--- config.mk ---
export PLATFORM = sky130hd
export DESIGN_NAME = seven_seg_scan_ctrl
export DESIGN_NICKNAME = d
export VERILOG_FILES = /design/src/rtl/seven_seg_pkg.sv /design/src/rtl/seven_seg_dbuf.sv /design/src/rtl/seven_seg_scan_ctrl.sv
export SDC_FILE = /design/constraint.sdc
export NUM_CORES = 1
export LEC_CHECK = 0
export ABC_AREA = 1
export BUFFER_PORTS_ARGS = -buffer_cell sky130_fd_sc_hd__buf_4
export CAP_MARGIN = 20
export CELL_PAD_IN_SITES_DETAIL_PLACEMENT = 0
export CELL_PAD_IN_SITES_GLOBAL_PLACEMENT = 2
export CORE_ASPECT_RATIO = 1.25
export CORE_MARGIN = 10
export CORE_UTILIZATION = 38
export CTS_CLUSTER_DIAMETER = 100
export DETAILED_ROUTE_END_ITERATION = 10
export GPL_TIMING_DRIVEN = 0
export PLACE_DENSITY_LB_ADDON = 0.1
export SETUP_SLACK_MARGIN = 0.1
export SYNTH_ARGS = -nofsm -noshare
export SYNTH_HDL_FRONTEND = slang
export SYNTH_SLANG_ARGS = --single-unit
--- constraint.sdc ---
create_clock -name clk -period 3.8 [get_ports clk]
set_clock_uncertainty 0.15 [all_clocks]
set_input_delay 0.38 -clock clk [delete_from_list [all_inputs] [get_ports clk]]
set_output_delay 0.38 -clock clk [all_outputs]
set_load 0.01 [all_outputs]
--- src/rtl/seven_seg_pkg.sv ---
// Shared types and constants for the seven-segment scan controller.
package seven_seg_pkg;

  typedef enum logic [1:0] {
    IDLE  = 2'd0,
    BLANK = 2'd1,
    ON    = 2'd2
  } state_t;

  localparam int unsigned DIGIT_IDX_W = 3;
  localparam int unsigned SEG_W       = 8;

  localparam logic [SEG_W-1:0] SEG_OFF  = 8'h00;
  localparam logic [7:0]       SEL_NONE = 8'hFF;

endpackage

--- src/rtl/seven_seg_dbuf.sv ---
// Shadow/active digit pattern buffers: host writes land in shadow, commit copies
// the whole shadow set into active, and the scan reads active by digit index.
module seven_seg_dbuf
  import seven_seg_pkg::*;
#(
  parameter int unsigned DIGITS = 8
) (
  input  logic                   clk,
  input  logic                   rst_n,
  input  logic                   wr_en,
  input  logic [DIGIT_IDX_W-1:0] wr_digit,
  input  logic [SEG_W-1:0]       wr_data,
  input  logic                   copy,
  input  logic [DIGIT_IDX_W-1:0] rd_idx,
  output logic [SEG_W-1:0]       rd_data_c
);

  logic [SEG_W-1:0] shadow [DIGITS];
  logic [SEG_W-1:0] active [DIGITS];

  // Copy uses the pre-write shadow; the write port is closed while a copy is pending.
  always_ff @(posedge clk or negedge rst_n) begin
    if (!rst_n) begin
      for (int unsigned i = 0; i < DIGITS; i++) begin
        shadow[i] <= SEG_OFF;
        active[i] <= SEG_OFF;
      end
    end else begin
      if (wr_en) begin
        shadow[wr_digit] <= wr_data;
      end
      if (copy) begin
        active <= shadow;
      end
    end
  end

  assign rd_data_c = active[rd_idx];

endmodule

--- src/rtl/seven_seg_scan_ctrl.sv ---
// Multiplexed seven-segment scan controller: per-digit slot of blanking gap
// followed by a brightness-scaled on window, with frame-aligned buffer commits.
module seven_seg_scan_ctrl
  import seven_seg_pkg::*;
#(
  parameter int unsigned DIGITS       = 8,
  parameter int unsigned DWELL_CYCLES = 1024,
  parameter int unsigned BLANK_CYCLES = 16,
  parameter int unsigned BRIGHT_W     = 4
) (
  input  logic                   clk,
  input  logic                   rst_n,
  input  logic                   enable,
  input  logic [BRIGHT_W-1:0]    brightness,
  input  logic                   wr_valid,
  output logic                   wr_ready,
  input  logic [DIGIT_IDX_W-1:0] wr_digit,
  input  logic [SEG_W-1:0]       wr_data,
  input  logic                   commit,
  output logic                   commit_done,
  output logic [SEG_W-1:0]       seg,
  output logic [DIGITS-1:0]      seg_sel,
  output logic                   frame_start
);

  localparam int unsigned PHASE_W = $clog2(DWELL_CYCLES);
  localparam int unsigned WIN_W   = PHASE_W + 1;
  localparam int unsigned STEP    = (DWELL_CYCLES - BLANK_CYCLES) / ((1 << BRIGHT_W) - 1);

  state_t                 state, state_n;
  logic [PHASE_W-1:0]     phase, phase_n;
  logic [DIGIT_IDX_W-1:0] idx, idx_n;
  logic [BRIGHT_W-1:0]    bright_q;
  logic                   pending, pending_n;
  logic                   boundary_c, copy_c, frame_c, lit_c;
  logic [WIN_W-1:0]       win_end_c;
  logic [DIGITS-1:0]      sel_c;
  logic [SEG_W-1:0]       rd_data_c;

  seven_seg_dbuf #(
    .DIGITS (DIGITS)
  ) u_dbuf (
    .clk       (clk),
    .rst_n     (rst_n),
    .wr_en     (wr_valid & wr_ready),
    .wr_digit  (wr_digit),
    .wr_data   (wr_data),
    .copy      (copy_c),
    .rd_idx    (idx),
    .rd_data_c (rd_data_c)
  );

  // Next-state, frame-boundary and lit-window decode.
  always_comb begin
    state_n    = state;
    phase_n    = phase;
    idx_n      = idx;
    frame_c    = 1'b0;
    boundary_c = 1'b0;
    unique case (state)
      IDLE: begin
        phase_n    = '0;
        idx_n      = '0;
        boundary_c = 1'b1;
        if (enable) begin
          state_n = BLANK;
          frame_c = 1'b1;
        end
      end
      BLANK: begin
        phase_n = phase + PHASE_W'(1);
        if (phase == PHASE_W'(BLANK_CYCLES - 1)) begin
          state_n = ON;
        end
      end
      ON: begin
        if (phase == PHASE_W'(DWELL_CYCLES - 1)) begin
          phase_n = '0;
          state_n = BLANK;
          if (idx == DIGIT_IDX_W'(DIGITS - 1)) begin
            idx_n      = '0;
            boundary_c = 1'b1;
            frame_c    = 1'b1;
          end else begin
            idx_n = idx + DIGIT_IDX_W'(1);
          end
        end else begin
          phase_n = phase + PHASE_W'(1);
        end
      end
      default: state_n = IDLE;
    endcase

    if (!enable) begin
      state_n = IDLE;
      phase_n = '0;
      idx_n   = '0;
      frame_c = 1'b0;
    end

    copy_c = pending && boundary_c;
    if (copy_c) begin
      pending_n = 1'b0;
    end else if (commit) begin
      pending_n = 1'b1;
    end else begin
      pending_n = pending;
    end

    win_end_c = WIN_W'(BLANK_CYCLES) + WIN_W'(bright_q) * WIN_W'(STEP);
    lit_c     = enable && (state == ON) && ({1'b0, phase} < win_end_c);
    sel_c     = ~(DIGITS'(1) << idx);
  end

  // State, counters and registered outputs.
  always_ff @(posedge clk or negedge rst_n) begin
    if (!rst_n) begin
      state       <= IDLE;
      phase       <= '0;
      idx         <= '0;
      bright_q    <= '0;
      pending     <= 1'b0;
      wr_ready    <= 1'b1;
      commit_done <= 1'b0;
      frame_start <= 1'b0;
      seg         <= SEG_OFF;
      seg_sel     <= '1;
    end else begin
      state       <= state_n;
      phase       <= phase_n;
      idx         <= idx_n;
      pending     <= pending_n;
      wr_ready    <= !pending_n;
      commit_done <= copy_c;
      frame_start <= frame_c;
      if ((state == BLANK) && (phase == '0)) begin
        bright_q <= brightness;
      end
      seg     <= lit_c ? rd_data_c : SEG_OFF;
      seg_sel <= lit_c ? sel_c : '1;
    end
  end

endmodule

==> impl_metrics.ini, run 1 <==
[power_and_ir_drop]
p_leak_nw = 4.51
p_per_area_nw_per_um2 = 780
ir_drop_mv = 0.325
power_mw = 7.06

[sta]
fin_crit_ps = 3380
slew_violations = 0
rsz0062_at_grt = no
setup_violations = 0
finalSetupTns_ps = 0
max_freq_mhz = 296
slew-limit-headroom_pct = 58.2
worst_slew_pin_slew_ps = 627
hold_viol = 0
fin_crit_sh_pct = 88.9

[setup_path]
critPathKind = register to register
crit_fanout = 9
cp.required_ps = 4000
worstPathArrival_ps = 3570
start_kind = register
crit_path_end_kind = register

[synthesis]
synthXorXnorAreaFrac_pct = 0.679
synth.area.top_cells = dfrtp_1 51%, nand2_1 13%, o21ai_0 6.9%, ha_1 5.3%, nand3_1 5.2%
syn-num-nets = 960
synth_top_family_by_area = simple AND/OR/NAND/NOR gates
yosysTopAreaCellShare_pct = 51.1
synthArstFlopShare_pct = 100
netlist_area_sq_um = 7740
yosysTopAreaCell = dfrtp_1
synthSimpleGateAreaFrac_pct = 24.6
synth_edf_count = 0
synth_seq_area_share_pct = 54.2
postSynthAreaPerCell_sq_um = 8.53
synth_compound_area_share_pct = 9.70
synth_cell_type_count = 32
synthMuxAreaShare_pct = 0
synth-seq-cells = 167
synth_fa_ha_area_share_pct = 5.34
synth-main-ff-cell = dfrtp_1
ys.warnings.count = 0
synth_cells = 907

[layout]
fill_cells = 2052
final_net_count = 1020
n_antenna_cell = 0
most-common-layout-cells = 278 x nand2_1, 158 x dfrtp_1, 107 x o21ai_0
postLayoutCoreUtil_pct = 45.0
area_delta_synth_final_pct = 17.0
layout_commonest_cell = nand2_1
drive_above_1_share_pct = 10.0

[job]
maxCapViolCount = 0

[floorplan]
row_count = 58
die_area_sq_um = 26500
io_pins = 39
fp.dieH_um = 180
core_sq_um = 20100
start_util_pct = 38.5
die_w_um = 148

[placement]
dp_hpwl_um = 16100
port_buffers = 38
gp_congestion = 0.806

[route]
drc = 0
firstDrtPassIters = 5
routed_wl_um = 21100
post_drt_wl_per_cell_um = 16.9
drt_iter0_drc = 328
vias = 6138
final_antenna_net_count = 0
via_per_inst = 4.91

[global_route]
antenna_found_initial = 0
grt_start_max_net_pins = 88
grt_overflow = 0
grt_pass1_vias = 6045
grt_use_total_pct = 16.1
grt_pass1_wl_um = 33500

[clock_tree]
cts_tree = done
numCtsBuffers = 17
clk_pin_slew_ps = 60
cts_buffer_depth = 2
clock_sinks = 167
cts_setup_buffers = 0
worstSkewPairLatency_ps = 430
cts_root_buf = clkbuf_16
htreeDepth = 4

[worst_hold_path]
hold_class = input port to register

[outcome]
outcome = complete, no violations
## path summary, 6_finish.rpt
| path | from | slack, ps | cells after the start | to |
|---|---|---|---|---|
| min reg2reg | u_dbuf.active[23]$_DFFE_PN0P_ | 310 | 2 | u_dbuf.active[23]$_DFFE_PN0P_ |
| max reg2reg | bright_q[2]$_DFFE_PN0P_ | 420 | 16 | seg[6]$_DFF_PN0_ |
| min in group asynchronous | rst_n | 370 | 2 | state[1]$_DFFE_PN0P_ |
| min | brightness[2] | 60 | 3 | bright_q[2]$_DFFE_PN0P_ |
| max | bright_q[2]$_DFFE_PN0P_ | 420 | 16 | seg[6]$_DFF_PN0_ |
| max in group asynchronous | rst_n | 2290 | 3 | seg[0]$_DFF_PN0_ |
## layout make-up
type	count	area, sq um	share of cell area [%]
plain buffers	44	223	2.46
clock buffers	21	470	5.20
clock inverters	10	168	1.85
inverters	54	203	2.24
multi-input cells	642	3120	34.5
flip-flops and latches	167	4190	46.3
well taps	270	338	3.73
repair buffers	41	340	3.76
## timing repair
action                    4_1_cts  5_1_grt
hold endpoints to repair       80        0
resized for setup               0        0
hold buffers                    2        0
## worst max-delay path, stage by stage (launching register included)
cell and delay [ps]:
dfrtp_1 480, inv_1 70, ha_1 270, inv_1 40, ha_1 180, ha_1 180, ha_1 190, a21oi_1 200
o21ai_0 120, nand2_1 80, xor2_1 180, ha_1 270, a21oi_1 130, nor2_1 70, nor2_2 270, nand2_1 270
nor2_1 160
## per-layer routing
layer	up-vias	global-route usage (%)	wire, um	part of all wire (%)
li1	3065	-	-	-
met1	2938	19.7	9160	43
met2	117	27.9	10900	52
met3	18	3.27	761	3.6
met4	0	4.61	302	1.4
met5	-	0	0	0
## kinds of logic after synthesis
group / after synthesis
AND/OR/NAND/NOR: 462
adder cells (fa/ha/maj): 33
XOR/XNOR: 6
AO/OA/AOI/OAI: 140
buffers and inverters: 98
other: 1
flip-flops: 167
## synth_stat cells, types with 2 or more instances
| cell type | instances |
|---|---|
| clkbuf_1 | 31 |
| nand4_1 | 4 |
| inv_1 | 54 |
| o21ai_1 | 3 |
| buf_4 | 7 |
| or2_2 | 3 |
| o211ai_1 | 16 |
| dfstp_2 | 9 |
| xnor2_1 | 2 |
| nand2_1 | 278 |
| nand3_1 | 80 |
| xor2_1 | 4 |
| nor2_1 | 84 |
| o21ai_0 | 107 |
| buf_6 | 4 |
| dfrtp_1 | 158 |
| ha_1 | 33 |
| a21oi_1 | 10 |
| nand3b_1 | 7 |
## sequential cells by signal (all words and copies together), names as in the netlist
register	cells
pending	1
commit_done	1
seg	8
u_dbuf.shadow	64
bright_q	4
phase	10
seg_sel	8
frame_start	1
state	2
wr_ready	1
u_dbuf.active	64
idx	3
## per-stage QoR
step           worst slack (ps)  hold WS [ps]  area [sq um]  std cells
2_1_floorplan               881         -65.6          7740        907
3_3_place_gp                502           301          8360       1215
3_5_place_dp                395           261          8390       1216
4_1_cts                     388          50.5          9050       1249
5_1_grt                     118          66.3          9050       1249
6_report                    423          61.5          9050       1249
## power breakdown
group,internal (mW),switching [mW],leakage [nW],total [mW]
Clock,1.15,0.710,0.310,1.86
Sequential,2.47,0.426,2.14,2.89
Combinational,0.847,1.46,2.07,2.30
Total,4.47,2.59,4.51,7.06
No activity file was read; power rests on OpenSTA's default activity.
==> run 2, diff against run 1 <==
- ABC_AREA: 1 -> default
- ABC_CLOCK_PERIOD_IN_PS: default -> 3600
- CORE_UTILIZATION: 38 -> 45
- clock period: 3.8 -> 3.6 ns (I/O delays scaled with it)
==> run 2 against run 1 <==
  * Core utilization is 8.5 points higher
  * Global-route usage down 0.32 points
  * Sequential share of layout area down 1.3 points
  * Critical path type unchanged
  * Power grew 13%
  * Highest routed layer unchanged
==> impl_metrics.ini, run 2 <==
[outcome]
outcome = complete, no violations

[power_and_ir_drop]
seqPwrFrac_pct = 39.3
ir_drop_mv = 0.416
p_leak_nw = 4.14
power_mw = 7.95
pwr-share-comb_pct = 38.6
p_sw_share_pct = 31.3
switching_power_mw = 2.49
p_per_area_nw_per_um2 = 853
internal_power_mw = 5.46
clockPowerShare_pct = 22.1

[clock_tree]
clk_pin_slew_ps = 70
clock_sinks = 167
htreeDepth = 4
numCtsBuffers = 17
worstSkewPairLatency_ps = 430
cts_tree = done
cts_root_buf = clkbuf_16
cts_buffer_depth = 2

[global_route]
grt_pass1_wl_um = 28800
grt_overflow = 0
antenna_found_initial = 0
grt_start_max_net_pins = 85
grt_pass1_vias = 5079
grt_use_total_pct = 15.8

[synthesis]
synth_common_cells = 158 x dfrtp_1, 84 x mux2_2, 49 x mux2_4, 33 x ha_1, 28 x nand2_1
synth_cells = 552
synth.area.top_cells = dfrtp_1 50%, mux2_2 12%, mux2_4 9.3%, ha_1 5.2%, mux4_2 4.5%
syn-num-nets = 605
yosysTopAreaCellShare_pct = 49.8
yosysTopAreaCell = dfrtp_1
synth_edf_count = 0
postSynthAreaPerCell_sq_um = 14.4
synthArstFlopShare_pct = 100
yosysMostFrequentCell = dfrtp_1
synth_cell_type_count = 57
synth_seq_area_share_pct = 52.7
synth-main-ff-cell = dfrtp_1
ys.warnings.count = 0
netlist_area_sq_um = 7950
synth-seq-cells = 167

[sta]
hold_slack_ps = 84.2
max_freq_mhz = 291
finalSetupTns_ps = 0
fin_crit_ps = 3430
worst_slew_pin_slew_ps = 1090
hold_viol = 0
setup_slack_ps = 167
rsz0062_at_grt = yes
setup_violations = 0
slew_violations = 0
slew-limit-headroom_pct = 26.9
fin_crit_sh_pct = 95.4

[floorplan]
fp.dieH_um = 169
row_count = 54
die_w_um = 139
start_util_pct = 45.6
io_pins = 39
die_area_sq_um = 23400
core_sq_um = 17400

[placement]
dp.cells = 815
gp_congestion = 0.754
dp_hpwl_um = 12500
dp_slack_ps = -396
port_buffers = 38

[route]
post_drt_wl_per_cell_um = 21.0
firstDrtPassIters = 4
routed_wl_um = 17900
final_antenna_net_count = 0
via_per_inst = 5.45
drt_iter0_drc = 260
vias = 4661
drc = 0

[setup_path]
cpPeakStageDelay_ps = 410
startpoint = bright_q[2]$_DFFE_PN0P_
crit_fanout = 5
reg2reg_to = seg[0]$_DFF_PN0_
cp_cell_sequence = inv_2 -> ha_1 -> inv_1 -> ha_1 -> ha_2 -> ha_2 -> a21o_1 -> a21o_1 -> nand2_2 -> xor2_4 -> ha_4 -> a21o_4 -> a221o_1 -> a21oi_2
cp_num_cells = 14
crit_path_end = seg[0]$_DFF_PN0_
crit_family = adder cells
crit_path_end_kind = register
cp.required_ps = 3780
worst-path-buf-inv = 2
rrSetupSlack_ps = 170
start_kind = register
reg2reg_from = bright_q[2]$_DFFE_PN0P_
worst_r2r_path_depth = 14
critPathKind = register to register
worstPathArrival_ps = 3620
cp_slowest_cell = dfrtp_2

[layout]
n_antenna_cell = 0
largest_registers = u_dbuf.active: 64 flops, u_dbuf.shadow: 64 flops, phase: 10 flops
final_cells = 856
layout_commonest_cell = dfrtp_1
drive_above_1_share_pct = 43.2
final_net_count = 673
area_delta_synth_final_pct = 17.4
most-common-layout-cells = 156 x dfrtp_1, 84 x mux2_2, 49 x mux2_4

[worst_hold_path]
hold_class = input port to register

[job]
maxCapViolCount = 0
run 2: changes by cell type in the layout (fill, tap and decap cells not counted), sizes merged, moves of 6 or more:
cell | previous run | this run
mux4 | 0 | 16
a21o | 1 | 7
inv | 56 | 19
nor2 | 86 | 13
nor2b | 0 | 7
mux2 | 0 | 133
and2 | 1 | 8
nand2 | 279 | 28
a221o | 0 | 9
o21ai | 111 | 12
a21oi | 10 | 16
o211ai | 16 | 10
clkbuf | 52 | 26
nand3 | 81 | 8
run 2: power by group through the flow:
| stage | logic, mW | clock network, mW | registers, mW |
|---|---|---|---|
| finish | 3.07 | 1.76 | 3.13 |
| global route | 3.35 | 1.88 | 3.23 |
| CTS | 3.01 | 1.80 | 3.13 |
| detailed placement | 2.90 | 0 | 3.16 |
| global placement | 2.81 | 0 | 3.12 |
| floorplan | 2.32 | 0 | 3.01 |
run 2: repair_timing:
item | 4_1_cts | 5_1_grt
pin swaps | 4 | 7
setup buffers | 3 | 1
endpoints found under the setup margin | 16 | 16
hold buffers | 6 | 0
cloned | 1 | 0
endpoints found under the hold margin | 87 | 0
gates resized for setup | 14 | 15
run 2: logic make-up (layout without fill, tap and decap cells):
group / count (synthesis) / after routing / synth area share, %
DFF: 167 / 167 / 52.7
muxes: 150 / 150 / 25.8
and+or+nand+nor: 90 / 90 / 6.13
AOI/OAI and AO/OA: 68 / 69 / 6.13
buffers and inverters: 36 / 115 / 3.17
adders and majority gates: 33 / 33 / 5.20
xor gates and xnor gates: 7 / 7 / 0.772
other: 1 / 1 / 0.0472
run 2: worst min-delay path by stage:
stage	startpoint	end	slack [ps]	cells past startpoint
final	wr_data[7]	u_dbuf.shadow[39]$_DFFE_PN0P_	80	2
after detailed placement	rst_n	frame_start$_DFF_PN0_	250	1
after global placement	u_dbuf.shadow[56]$_DFFE_PN0P_	u_dbuf.shadow[56]$_DFFE_PN0P_	330	1
after global routing	wr_data[7]	u_dbuf.shadow[7]$_DFFE_PN0P_	80	2
after floorplan	rst_n	bright_q[0]$_DFFE_PN0P_	-90	0
after CTS	wr_data[7]	u_dbuf.shadow[39]$_DFFE_PN0P_	70	2
run 2: final cells by class:
class	count	area, sq um
Buffer	20	193
Clock buffer	18	439
Clock inverter	13	120
Fill cell	1437	8110
Inverter	15	56.3
Multi-Input combinational cell	350	3630
Sequential cell	167	4190
Tap cell	224	280
Timing Repair Buffer	49	410
run 2: stage by stage:
| stage | util (%) | instance area, sq um |
|---|---|---|
| 2_1_floorplan | - | 7950 |
| 3_5_place_dp | 49.0 | 8550 |
| 6_report | 53.5 | 9330 |
| 3_3_place_gp | 48.8 | 8510 |
| 5_1_grt | 53.5 | 9330 |
| 4_1_cts | 53.0 | 9240 |
run 2: worst register-to-register path, stage by stage (launching register included):
cell and delay, ps:
dfrtp_2 410, inv_2 60, ha_1 270, inv_1 40, ha_1 290, ha_2 220, ha_2 200, a21o_1 160
a21o_1 200, nand2_2 100, xor2_4 200, ha_4 250, a21o_4 240, a221o_1 370, a21oi_2 180
run 2: routing by layer:
metal / vias to the layer above / routed length [um] / global-route usage (%)
met4: 0 / 382 / 5.91
met2: 62 / 9280 / 27.3
met3: 28 / 456 / 3.16
met5: - / 0 / 0
li1: 2160 / - / -
met1: 2411 / 7830 / 19.0
==> run 3, diff against run 2 <==
- CORE_UTILIZATION: 45 -> 30
- PLACE_DENSITY: default -> 0.65
- PLACE_DENSITY_LB_ADDON: 0.1 -> default
- SYNTH_HIERARCHICAL: default -> 1
==> run 3 against run 2 <==
  * Cell count grew 11%
  * Global-route usage shrank 4.0 points
  * Register-to-register slack lost 70 ps
  * Wire length grew 4.7%
  * Cell area is essentially flat
  * Worst setup slack lost 65 ps
==> impl_metrics.ini, run 3 <==
[placement]
dp_hpwl_um = 12700
port_buffers = 35
dp.cells = 914
gp_congestion = 0.785
dp_slack_ps = -157

[setup_path]
cpMostUsedCell = ha_4
crit_path_end_kind = register
cp_slowest_cell = dfrtp_1
cp.required_ps = 3790
cp_cell_sequence = inv_2 -> ha_4 -> inv_2 -> ha_4 -> ha_4 -> ha_4 -> a31o_4 -> a22oi_2 -> xnor2_2 -> ha_1 -> a21o_1 -> a211oi_4 -> o221ai_4 -> a211o_1
worstPathArrival_ps = 3690
crit_fanout = 5
start_kind = register
rrSetupSlack_ps = 100
cpPeakStageDelay_ps = 400
critPathKind = register to register

[job]
maxCapViolCount = 0

[synthesis]
synthXorXnorAreaFrac_pct = 0.451
postSynthAreaPerCell_sq_um = 14.3
synth_top_family_by_area = multiplexers
synthArstFlopShare_pct = 100
synthMuxAreaShare_pct = 26.5
synthSimpleGateAreaFrac_pct = 5.45
synth_cell_type_count = 59
yosysTopAreaCellShare_pct = 50.9
yosysMostFrequentCell = dfrtp_1
synth_fa_ha_area_share_pct = 5.32
synth_cells = 543
synth_common_cells = 158 x dfrtp_1, 142 x mux2_2, 33 x ha_1, 25 x nand2_1, 19 x inv_1
synth_seq_area_share_pct = 54.0
synth.area.top_cells = dfrtp_1 51%, mux2_2 21%, ha_1 5.3%, mux4_1 5.1%, dfstp_2 3.0%
syn-num-nets = 596
netlist_area_sq_um = 7760
synth-seq-cells = 167
yosysTopAreaCell = dfrtp_1
synth_compound_area_share_pct = 5.59
ys.warnings.count = 6
synth_edf_count = 0
synth-main-ff-cell = dfrtp_1

[layout]
layout_commonest_cell = dfrtp_1
drive_above_1_share_pct = 45.3
final_cells = 953
area_delta_synth_final_pct = 20.0
final_net_count = 660
largest_registers = u_dbuf/active: 64 flops, u_dbuf/shadow: 64 flops, phase: 10 flops
n_antenna_cell = 0
most-common-layout-cells = 157 x dfrtp_1, 142 x mux2_2, 38 x buf_4

[sta]
hold_slack_ps = 29.9
worst_slew_pin_slew_ps = 912
slew_violations = 0
fin_crit_sh_pct = 97.2
fin_crit_ps = 3500
slew-limit-headroom_pct = 38.6
hold_viol = 0
max_freq_mhz = 286
finalSetupTns_ps = 0
rsz0062_at_grt = yes
setup_slack_ps = 101
setup_violations = 0

[floorplan]
io_pins = 39
die_w_um = 164
core_sq_um = 25400
row_count = 65
start_util_pct = 30.6
die_area_sq_um = 32700
fp.dieH_um = 200

[route]
routed_wl_um = 18800
vias = 4679
drc = 0
drt_iter0_drc = 160
via_per_inst = 4.91
firstDrtPassIters = 4
post_drt_wl_per_cell_um = 19.7
final_antenna_net_count = 0

[clock_tree]
worstSkewPairLatency_ps = 420
cts_root_buf = clkbuf_16
cts_tree = done
clock_sinks = 167
numCtsBuffers = 17
cts_buffer_depth = 2
clk_pin_slew_ps = 60
htreeDepth = 4

[power_and_ir_drop]
p_per_area_nw_per_um2 = 826
pwr-share-comb_pct = 36.4
seqPwrFrac_pct = 40.3
ir_drop_mv = 0.327
internal_power_mw = 5.26
switching_power_mw = 2.43
p_sw_share_pct = 31.6
p_leak_nw = 4.01
clockPowerShare_pct = 23.3

[global_route]
grt_start_max_net_pins = 103
grt_use_total_pct = 11.8
grt_pass1_vias = 5109
grt_overflow = 0
antenna_found_initial = 0
grt_pass1_wl_um = 29400

[worst_hold_path]
hold_class = input port to register

[outcome]
outcome = complete, no violations
==> run 3: cells by family (layout without fill, tap and decap cells) <==
logic type,count (synthesis),in the layout
other,1,1
AOI/OAI and AO/OA,60,61
buffers and inverters,44,118
DFF,167,167
adders and majority gates,33,33
and+or+nand+nor,72,72
muxes,162,162
xor gates and xnor gates,4,4
==> run 3: power groups by stage <==
stage / Combinational [mW] / Clock, mW / Sequential (mW)
6_report: 2.80 / 1.79 / 3.10
5_1_grt: 3.08 / 1.92 / 3.19
4_1_cts: 2.70 / 1.85 / 3.10
3_5_place_dp: 2.57 / 0 / 3.14
3_3_place_gp: 2.46 / 0 / 3.08
2_1_floorplan: 1.94 / 0 / 2.98
==> run 3: layout make-up <==
cell class,instances,area [sq um]
fillers,2466,16100
flip-flops and latches,167,4190
multi-input cells,333,3550
clock buffers,17,425
well taps,335,419
repair buffers,44,370
clock inverters,13,148
plain buffers,25,139
inverters,19,71.3
==> run 3: per-stage QoR <==
stage               power [mW]  cell area (sq um)  util (%)
detailed placement        5.70               8480      33.4
global placement          5.54               8440      33.3
finish                    7.69               9320      36.7
global route              8.20               9320      36.7
floorplan                 4.92               7760         -
CTS                       7.64               9180      36.2
==> run 3: final timing paths <==
kind	from	end	depth (start not counted)
hold reg to reg	pending$_DFF_PN0_	wr_ready$_DFF_PN1_	1
min in group asynchronous	rst_n	pending$_DFF_PN0_	2
setup / recovery	bright_q[2]$_DFFE_PN0P_	seg_sel[0]$_DFF_PN1_	14
setup reg to reg	bright_q[2]$_DFFE_PN0P_	seg_sel[0]$_DFF_PN1_	14
hold / removal	brightness[1]	bright_q[1]$_DFFE_PN0P_	2
max in group asynchronous	rst_n	bright_q[3]$_DFFE_PN0P_	3
==> run 3: metal layers <==
metal / wire, um / vias up / global-route usage, %
li1: - / 2134 / -
met1: 7700 / 2459 / 13.1
met2: 10400 / 68 / 22.1
met3: 451 / 18 / 2.46
met4: 199 / 0 / 3.02
met5: 0 / - / 0
==> run 3: worst max-delay path, delay by kind of cell, from the launching register on <==
kind	cells	cell delay (ps)
DFF	1	400
xor gates and xnor gates	1	150
buffers and inverters	2	120
adders and majority gates	5	1090
AOI/OAI and AO/OA	6	1520
==> run 3: repair_timing <==
item | in CTS | in global routing
endpoints found under the setup margin | 16 | 16
resized for setup | 13 | 22
pin swaps | 9 | 20
gates cloned | 1 | 0
hold endpoints to repair | 65 | 0
buffers inserted | 4 | 2
hold buffers | 2 | 0
